### config.mk
export PLATFORM = sky130hd
export DESIGN_NAME = warp_scheduler
export DESIGN_NICKNAME = d
export VERILOG_FILES = /design/src/rtl/gpu_sched_pkg.sv /design/src/rtl/rr_arbiter.sv /design/src/rtl/warp_scheduler.sv
export SDC_FILE = /design/constraint.sdc
export NUM_CORES = 1
export LEC_CHECK = 0
export CORE_MARGIN = 4
export CORE_UTILIZATION = 45
export CTS_CLUSTER_SIZE = 14
export DETAILED_ROUTE_END_ITERATION = 12
export PLACE_DENSITY_LB_ADDON = 0.25
export SLEW_MARGIN = 20
export SYNTH_ARGS = -nofsm -noshare
export SYNTH_HDL_FRONTEND = slang
export SYNTH_HIERARCHICAL = 1
export SYNTH_SLANG_ARGS = --single-unit
### constraint.sdc
create_clock -name clk -period 8.15 [get_ports clk]
set_input_delay 1.63 -clock clk [delete_from_list [all_inputs] [get_ports clk]]
set_output_delay 1.63 -clock clk [all_outputs]
set_load 0.005 [all_outputs]
### src/rtl/gpu_sched_pkg.sv
// Shared types and constants for the warp scheduler.
package gpu_sched_pkg;

  localparam int unsigned CTX_PC_W   = 32;
  localparam int unsigned CTX_MASK_W = 32;

  localparam logic [5:0] EXIT_OPCODE = 6'h3F;

  typedef enum logic [1:0] {
    IDLE       = 2'd0,
    FETCH      = 2'd1,
    FETCH_WAIT = 2'd2,
    ISSUE      = 2'd3
  } sched_state_e;

  typedef struct packed {
    logic                  active;
    logic [CTX_PC_W-1:0]   pc;
    logic [CTX_MASK_W-1:0] mask;
  } warp_ctx_t;

  // True when the opcode field marks a warp-terminating instruction.
  function automatic logic is_exit(input logic [5:0] opcode);
    return opcode == EXIT_OPCODE;
  endfunction

endpackage

### src/rtl/rr_arbiter.sv
// N-way round-robin arbiter: first requester at or after ptr wins.
module rr_arbiter #(
  parameter int unsigned N = 8,
  localparam int unsigned IDX_W = (N > 1) ? $clog2(N) : 1
) (
  input  logic [N-1:0]     req,
  input  logic [IDX_W-1:0] ptr,
  output logic [IDX_W-1:0] grant,
  output logic             grant_valid
);

  logic [IDX_W-1:0] idx;

  // Scan from ptr upward with wrap; N is a power of two so the add wraps naturally.
  always_comb begin
    grant       = '0;
    grant_valid = 1'b0;
    idx         = '0;
    for (int unsigned i = 0; i < N; i++) begin
      idx = ptr + IDX_W'(i);
      if (!grant_valid && req[idx]) begin
        grant       = idx;
        grant_valid = 1'b1;
      end
    end
  end

endmodule

### src/rtl/warp_scheduler.sv
// Per-warp instruction sequencer: round-robin select, fetch, issue.
// Optional performance counters are built when SCHED_PERF_CNT_EN is defined.
module warp_scheduler
  import gpu_sched_pkg::*;
#(
  parameter int unsigned NUM_WARPS        = 8,
  parameter int unsigned THREADS_PER_WARP = 32,
  parameter int unsigned WARP_ID_W        = 6
) (
  input  logic                        clk,
  input  logic                        rst_n,
  input  logic                        launch_valid,
  input  logic [WARP_ID_W-1:0]        launch_warp,
  input  logic [31:0]                 launch_pc,
  input  logic [THREADS_PER_WARP-1:0] launch_mask,
  output logic                        launch_ready,
  input  logic                        kill_valid,
  input  logic [WARP_ID_W-1:0]        kill_warp,
  output logic                        imem_req_valid,
  output logic [31:0]                 imem_req_addr,
  input  logic                        imem_req_ready,
  input  logic                        imem_rsp_valid,
  input  logic [31:0]                 imem_rsp_data,
  output logic [31:0]                 instruction,
  output logic [THREADS_PER_WARP-1:0] thread_mask,
  output logic [WARP_ID_W-1:0]        warp_id,
  output logic                        instruction_valid,
  output logic                        flush,
  output logic [31:0]                 pc,
  input  logic                        ready,
  input  logic                        stall,
  input  logic [31:0]                 next_pc,
  output logic [NUM_WARPS-1:0]        active_warps,
  output logic                        busy
`ifdef SCHED_PERF_CNT_EN
  ,
  output logic [31:0]                 perf_issued,
  output logic [31:0]                 perf_stall_cycles,
  output logic [31:0]                 perf_idle_cycles
`endif
);

  localparam int unsigned IDX_W = (NUM_WARPS > 1) ? $clog2(NUM_WARPS) : 1;

  sched_state_e     state_q, state_d;
  warp_ctx_t        ctx_q [NUM_WARPS];
  logic [IDX_W-1:0] sel_q, rr_q, grant, launch_idx;
  logic [NUM_WARPS-1:0] active_vec, kill_vec, elig;
  logic grant_valid, discard_q;
  logic handshake_c, kill_sel_c, issue_ok_c, exit_c, rsp_take_c, launch_fire_c;
  logic launch_in_range_c;

  // Per-warp active and same-cycle kill decode.
  always_comb begin
    active_vec = '0;
    kill_vec   = '0;
    for (int unsigned i = 0; i < NUM_WARPS; i++) begin
      active_vec[i] = ctx_q[i].active;
      kill_vec[i]   = kill_valid && (kill_warp == WARP_ID_W'(i));
    end
  end

  assign elig = active_vec & ~kill_vec;

  rr_arbiter #(.N(NUM_WARPS)) u_arb (
    .req         (elig),
    .ptr         (rr_q),
    .grant       (grant),
    .grant_valid (grant_valid)
  );

  assign launch_idx        = launch_warp[IDX_W-1:0];
  assign launch_in_range_c = {1'b0, launch_warp} < (WARP_ID_W+1)'(NUM_WARPS);
  assign launch_ready      = launch_in_range_c && !ctx_q[launch_idx].active
                             && !((state_q != IDLE) && (sel_q == launch_idx))
                             && !(kill_valid && (kill_warp == launch_warp));
  assign launch_fire_c     = launch_valid && launch_ready;

  assign handshake_c = (state_q == ISSUE) && ready && !stall;
  assign kill_sel_c  = kill_valid && (state_q != IDLE) && (kill_warp == WARP_ID_W'(sel_q));
  assign issue_ok_c  = handshake_c && !kill_sel_c;
  assign exit_c      = is_exit(instruction[31:26]);
  assign rsp_take_c  = (state_q == FETCH_WAIT) && imem_rsp_valid && !discard_q;

  assign instruction_valid = (state_q == ISSUE);
  assign imem_req_valid    = (state_q == FETCH);
  assign active_warps      = active_vec;
  assign busy              = (|active_vec) || (state_q != IDLE);

  // Next-state logic; a kill of the held warp always returns to IDLE.
  always_comb begin
    state_d = state_q;
    case (state_q)
      IDLE:       if (grant_valid)    state_d = FETCH;
      FETCH:      if (imem_req_ready) state_d = FETCH_WAIT;
      FETCH_WAIT: if (rsp_take_c)     state_d = ISSUE;
      ISSUE:      if (handshake_c)    state_d = IDLE;
      default:                        state_d = IDLE;
    endcase
    if (kill_sel_c) state_d = IDLE;
  end

  // State register.
  always_ff @(posedge clk or negedge rst_n) begin
    if (!rst_n) state_q <= IDLE;
    else        state_q <= state_d;
  end

  // Warp contexts: kill beats launch and issue updates.
  always_ff @(posedge clk or negedge rst_n) begin
    if (!rst_n) begin
      for (int unsigned i = 0; i < NUM_WARPS; i++) ctx_q[i] <= '0;
    end else begin
      for (int unsigned i = 0; i < NUM_WARPS; i++) begin
        if (kill_vec[i]) begin
          ctx_q[i].active <= 1'b0;
        end else if (launch_fire_c && (launch_idx == IDX_W'(i))) begin
          ctx_q[i] <= '{active: 1'b1, pc: launch_pc, mask: CTX_MASK_W'(launch_mask)};
        end else if (issue_ok_c && (sel_q == IDX_W'(i))) begin
          if (exit_c) ctx_q[i].active <= 1'b0;
          else        ctx_q[i].pc     <= next_pc;
        end
      end
    end
  end

  // Selection, fetch address, issue payload, flush and stale-response tracking.
  always_ff @(posedge clk or negedge rst_n) begin
    if (!rst_n) begin
      sel_q         <= '0;
      rr_q          <= '0;
      imem_req_addr <= '0;
      instruction   <= '0;
      thread_mask   <= '0;
      warp_id       <= '0;
      pc            <= '0;
      flush         <= 1'b0;
      discard_q     <= 1'b0;
    end else begin
      flush <= kill_sel_c;
      if ((state_q == IDLE) && grant_valid) begin
        sel_q         <= grant;
        imem_req_addr <= ctx_q[grant].pc;
      end
      if (rsp_take_c) begin
        instruction <= imem_rsp_data;
        thread_mask <= THREADS_PER_WARP'(ctx_q[sel_q].mask);
        warp_id     <= WARP_ID_W'(sel_q);
        pc          <= imem_req_addr;
      end
      if (issue_ok_c) rr_q <= sel_q + IDX_W'(1);
      if (kill_sel_c && (((state_q == FETCH) && imem_req_ready) ||
                         ((state_q == FETCH_WAIT) && !rsp_take_c)))
        discard_q <= 1'b1;
      else if (imem_rsp_valid && discard_q)
        discard_q <= 1'b0;
    end
  end

`ifdef SCHED_PERF_CNT_EN
  // Saturating issue / stall / idle counters.
  always_ff @(posedge clk or negedge rst_n) begin
    if (!rst_n) begin
      perf_issued       <= '0;
      perf_stall_cycles <= '0;
      perf_idle_cycles  <= '0;
    end else begin
      if (issue_ok_c && (perf_issued != 32'hFFFF_FFFF))
        perf_issued <= perf_issued + 32'd1;
      if ((state_q == ISSUE) && (stall || !ready) && (perf_stall_cycles != 32'hFFFF_FFFF))
        perf_stall_cycles <= perf_stall_cycles + 32'd1;
      if ((state_q == IDLE) && !grant_valid && (perf_idle_cycles != 32'hFFFF_FFFF))
        perf_idle_cycles <= perf_idle_cycles + 32'd1;
    end
  end
`endif

endmodule

* After elaboration in Yosys (flattened, before gate mapping) *
Cells that the tools add are included.

word-level totals
  register bits after elaboration = 661
  bits in latches = 0
  bits in writable memories = 0
  ROM bits = 0
  bits of input ports = 148
  word-level logic and storage cells = 303
  memories = 0

operators by class
  add/sub/neg operators = 8
  $mul = 0
  div/mod/pow operators = 0
  $lt $le $gt $ge = 12
  eq/ne operators = 40
  shift-type cells = 0
  multiplexer cells = 75
  bitwise logic cells = 13
  reduce and logical (&&, ||, !) cells = 121

operators by type and width
  operator                                                    number
  binary-select mux 65 bit (select 3 bit)                     3
  2-to-1 mux 33 bit                                           16
  2-to-1 mux 65 bit                                           2
  2-to-1 mux 64 bit                                           2
  2-to-1 mux 32 bit                                           3
  logical AND 1 bit                                           49
  nonzero test 3 bit                                          16
  less-than comparator 3 x 4 -> 1 bit, second input constant  8
  AND reduction 2 bit                                         16
  2-to-1 mux 1 bit                                            27
  binary-select mux 1 bit (select 3 bit)                      8
  equality test 3 bit, second input constant                  8
  equality test 6 x 3 -> 1 bit, second input constant         4
  2-to-1 mux 3 bit                                            8
  AND reduction 3 bit                                         8
  nonzero test 2 bit                                          10
  != test 2 x 1 -> 1 bit, second input constant               8
  logical NOT 1 bit                                           14
  adder 3 bit, second input constant                          4
  equality test 3 x 2 -> 1 bit, second input constant         4
  equality test 6 x 2 -> 1 bit, second input constant         2
  greater-or-equal comparator 4 bit, second input constant    3
  inverter 3 -> 4 bit                                         3
  2-to-1 mux 2 bit                                            5
  23 further kinds                                            38

* Logic depth before layout (Yosys ltp) *
  depth after elaboration = 32
  mapped depth = 18
  mapped depth without buffers = 14

* Hierarchy *
Netlist, hierarchy kept.

modules (own cells, without submodules)
  module          instances  cells each  area an instance (um^2)  sequential area each (um^2)
  warp_scheduler  1          2,246       31,874.3                 16,540.9
  rr_arbiter      1          121         1,081.0                  0.0

* Worst setup path after synthesis *
Ideal clock, no wire load.

  path kind = input-to-reg
  from = in kill_warp[0]
  to = reg imem_req_addr[14]
  library setup time = 0.137 ns
  data arrival time = 5.479 ns
  required time = 8.013 ns
  slack = 2.534 ns
  stages on the path = 14
  path buffers = 2
  path through = nor4b_2 a21boi_0 mux4_2 a21oi_1 o311a_1 o21ai_2 o311ai_1 nand2_1 o21ai_1 clkbuf_1 buf_2 mux4_2 mux2i_1 a21oi_1

between the ends
  cells in the longest elaborated chain, start to end = 32
  elaborated cells on any way between the ends = 69
  those cells by class = eq/ne (7); mux (35); bitwise (3); reduce/logical (24)

ends and longest elaborated chain
  element                                                 RTL line               source
  start, declared                                         warp_scheduler.sv:18   input logic [WARP_ID_W-1:0] kill_warp,
  equality test 6 x 3 -> 1 bit *                          warp_scheduler.sv:59   kill_vec[i] = kill_valid && (kill_warp == WARP_ID_W'(i));
  logical AND 1 bit *                                     warp_scheduler.sv:59
  inverter 8 bit *                                        warp_scheduler.sv:63   assign elig = active_vec & ~kill_vec;
  AND 8 bit *                                             warp_scheduler.sv:63
  net elig[6]                                             warp_scheduler.sv:48   logic [NUM_WARPS-1:0] active_vec, kill_vec, elig;
  binary-select mux 1 bit (select 3 bit)                  rr_arbiter.sv:21       if (!grant_valid && req[idx]) begin
  2-to-1 mux 1 bit (implied by the code)                  rr_arbiter.sv:21
  2-to-1 mux 1 bit                                        rr_arbiter.sv:21
  [... 17 more ...]                                       n/a
  2-to-1 mux 1 bit                                        rr_arbiter.sv:21
  logical NOT 1 bit                                       rr_arbiter.sv:21
  logical AND 1 bit                                       rr_arbiter.sv:21
  2-to-1 mux 3 bit *                                      rr_arbiter.sv:21
  net grant[0]                                            warp_scheduler.sv:47   logic [IDX_W-1:0] sel_q, rr_q, grant, launch_idx;
  inverter 3 -> 4 bit (implied by the code) *             warp_scheduler.sv:143  imem_req_addr <= ctx_q[grant].pc;
  binary-select mux 65 bit (select 3 bit) *               warp_scheduler.sv:143
  2-to-1 mux 64 bit (implied by the code) * (2 in a row)  warp_scheduler.sv:143
  end signal, assigned                                    warp_scheduler.sv:143
  end, declared                                           warp_scheduler.sv:20   output logic [31:0] imem_req_addr,

The timed path passes the listed nets; every way through them passes the cells marked *. The select of a mux whose other input is x is not followed.
A chain may end at the register's enable or synchronous reset.

* Final worst setup path *
  from = in kill_warp[0]
  to = reg imem_req_addr[20]

The elaborated chain is that of the path after synthesis.

==> results by group <==
Critical path
  – Flop-to-flop setup slack: approximately 2.8 ns
  – CP arrival: about 6.8 ns
  – Crit path capture type: flip-flop
  – Critical path class: input pin to flip-flop
  – Crit Path Max Fanout: 65
  – Req. time, crit path: between 8 and 9 ns
  – Worst Setup Start Kind: input pin

Power
  – Peak VDD IR: ~0.73 mV
  – Leakage: about 18 nW
  – Pwr dens: between 300 and 400 mW/mm^2

Placement
  – PortBufs: a little under 300
  – Placed cell areas: ~0.037 mm^2
  – GP Congestion: about 0.84
  – Placed insts: between 3000 and 4000
  – Post-DP HPWL: a little over 50000 um

Clock tree
  – CTS Sinks: roughly 660
  – Post-CTS setup buffers: 0
  – Clock Latency Late Sink: around 0.62 ns
  – CTS root buf: clkbuf_16
  – TritonCTS buffer count: between 70 and 80
  – Hold_buf cts: 0
  – CTS tree: built
  – CTS clk-pin slew, worst paths: ~0.05 ns
  – CTS resizes: 0
  – H-Tree Level Count: 3
  – Clock buffer depth: 3

Yosys
  – Synth Area per Inst: 13.9 um^2
  – Count of flip-flops with a built-in enable after synthesis: 0
  – Post-Syn Area: 0.0330 mm^2
  – Cell accounting for the most synthesized area: dfrtp_1
  – Synthesis warning total: 6
  – Synth Instances: 2367
  – Fraction of registers with async set/reset: between 90% and 100%
  – Post-synth cell types: between 70 and 80
  – Register area share after synthesis: between 50% and 60%
  – #FFs+latches synth: approximately 660
  – Primary FF master, synth: dfrtp_1
  – Post-synth top area share: between 50% and 60%
  – Largest cells by area after synthesis: dfrtp_1, mux2_2, mux4_2, mux2i_1, mux2_1

Timing
  – Clock skew: 0.0181 ns
  – Least-Margin Pin Slew: 1.17 ns
  – Final period util: roughly 78%
  – RSZ-0062 raised after global routing: false
  – Final hold vios: 0
  – Fmax: around 160 MHz
  – Final setup violation count: 0
  – Final min period: roughly 6.4 ns
  – Slew HR: 21.5%
  – TNS Setup: 0 ns
  – Max Slew Vio Count: 0

Layout
  – Fillers: 5977
  – Reg area: about 0.017 mm^2
  – Most common cell after layout, fill and taps aside: dfrtp_1
  – Final nets: 2764
  – Non-Filler Instances: around 3600
  – Ratio of cells with drive above 1 in the final layout: around 37%
  – Design area: 0.0390 mm^2
  – Area of the multi-input gates: ~0.016 mm^2
  – Layout area overhead: 18.4%
  – Most frequent cells in the layout: dfrtp_1, mux2_2, clkdlybuf4s50_1
  – Core Util, Final: 54.1%

Detailed routing
  – Final ANT Viol Nets: 0
  – Via density: between 5 and 6
  – Via count: between 20000 and 25000
  – DRC Markers: 0
  – Routed wire per std cell: between 20 and 25 um
  – Met2 Wirelength: 45900 um
  – Pre-antenna DRT Iters: 5
  – Met3 WL post-DR: 4870 um
  – DR iter-0 viols: 1434
  – Final wirelength: between 80000 and 90000 um
  – Top Metal Used: met5
  – Routed met1 length: 35400 um

GRT
  – Number of global-route vias before repair: 22700
  – Global-route wire length before repair: 137000 um
  – Largest net degree at the start of global routing: 169
  – Gr usage total: between 20% and 30%
  – Grt ovf: 0
  – Initial antenna violation count: 6

Floorplanning
  – Core area: 0.0721 mm^2
  – # rows: 98
  – Initial core utilization: between 40 and 50%
  – Die Y: approximately 280 um
  – Ports: 295
  – DIE AREA: 0.0776 mm^2
  – Die Wd: between 200 and 300 um

Flow run
  – Max_cap viols: 0

Status
  – Outcome: completed

Min path
  – Hold WC Path Type: flip-flop to flip-flop
[metal layers]
layer  global-route usage, %  vias up
li1                        -     9214
met1                    28.3    11000
met2                    40.5      554
met3                    4.62      169
met4                    5.98        4
met5                       0        -
[sequential cells by signal (all words and copies together) (netlist names), 3 cells and up]
| name | count |
|---|---|
| active_warps | 8 |
| ctx_q | 512 |
| imem_req_addr | 32 |
| instruction | 32 |
| pc | 32 |
| rr_q | 3 |
| sel_q | 3 |
| thread_mask | 32 |
| warp_id | 3 |
[synth_stat cells (all sizes together) (3+ instances only)]
| master | instances |
|---|---|
| a21boi | 15 |
| a21o | 8 |
| a21oi | 73 |
| a22oi | 3 |
| a31oi | 34 |
| and2 | 3 |
| and3 | 5 |
| buf | 123 |
| clkbuf | 51 |
| dfrtp | 661 |
| ha | 12 |
| inv | 18 |
| mux2 | 714 |
| mux2i | 103 |
| mux4 | 144 |
| nand2 | 125 |
| nand2b | 5 |
| nand3 | 6 |
| nand3b | 3 |
| nand4 | 4 |
| nor2 | 113 |
| nor2b | 4 |
| nor3 | 5 |
| nor4 | 11 |
| nor4b | 3 |
| o211ai | 10 |
| o21ai | 53 |
| or2 | 3 |
| or4 | 5 |
| xnor2 | 10 |
| xor2 | 5 |
[final timing paths]
path,from,end,cells past startpoint
worst max-delay path,kill_warp[0],imem_req_addr[20]$_DFFE_PN0P_,14
worst min-delay path,warp_id[0]$_DFFE_PN0P_,warp_id[0]$_DFFE_PN0P_,2
worst max register to register,rr_q[1]$_DFFE_PN0P_,imem_req_addr[20]$_DFFE_PN0P_,13
worst min register to register,warp_id[0]$_DFFE_PN0P_,warp_id[0]$_DFFE_PN0P_,2
max in group asynchronous,rst_n,sel_q[0]$_DFFE_PN0P_,2
min in group asynchronous,rst_n,instruction[17]$_DFFE_PN0P_,1
[final cells by class]
cell class,instances,area share (%)
Timing Repair Buffer,332,8.44
Clock buffer,109,5.58
Tap cell,950,3.05
Inverter,18,0.173
Multi-Input combinational cell,1516,39.7
Sequential cell,661,42.4
Antenna cell,4,0.0257
Clock inverter,22,0.600
[metrics by stage]
| stage | worst slack (ns) | power [mW] | hold WS, ns |
|---|---|---|---|
| after floorplan | 2.53 | 9.85 | 0.452 |
| after global placement | 1.48 | 11.8 | 0.461 |
| after detailed placement | 1.36 | 12.0 | 0.470 |
| after CTS | 2.00 | 15.4 | 0.481 |
| after global routing | 1.44 | 16.2 | 0.502 |
| final | 1.77 | 15.2 | 0.478 |
[power breakdown]
group / internal [mW] / switching (mW)
registers: 4.40 / 0.751
logic: 3.79 / 2.97
clock network: 1.95 / 1.35
total: 10.1 / 5.07
[logic make-up after synthesis]
| family | after synthesis | synth area share [%] |
|---|---|---|
| XOR/XNOR | 15 | 0.399 |
| AO/OA/AOI/OAI | 220 | 4.09 |
| AND/OR/NAND/NOR | 305 | 4.27 |
| buffers and inverters | 192 | 3.09 |
| adder cells (fa/ha/maj) | 12 | 0.456 |
| other | 1 | 0.0114 |
| flip-flops | 661 | 50.2 |
| multiplexers | 961 | 37.5 |
[critical path, cell delays in order]
cell,delay (ns)
clkdlybuf4s50_1,0.50
nor4b_2,0.75
a21boi_0,0.61
mux4_2,0.69
a21oi_1,0.23
o311a_1,0.23
o21ai_2,0.12
o311ai_1,0.37
o21ai_0,0.24
o21ai_4,0.12
buf_12,0.48
mux4_2,0.57
mux2i_1,0.17
a21oi_1,0.09
(Power assumes the default switching activity.)
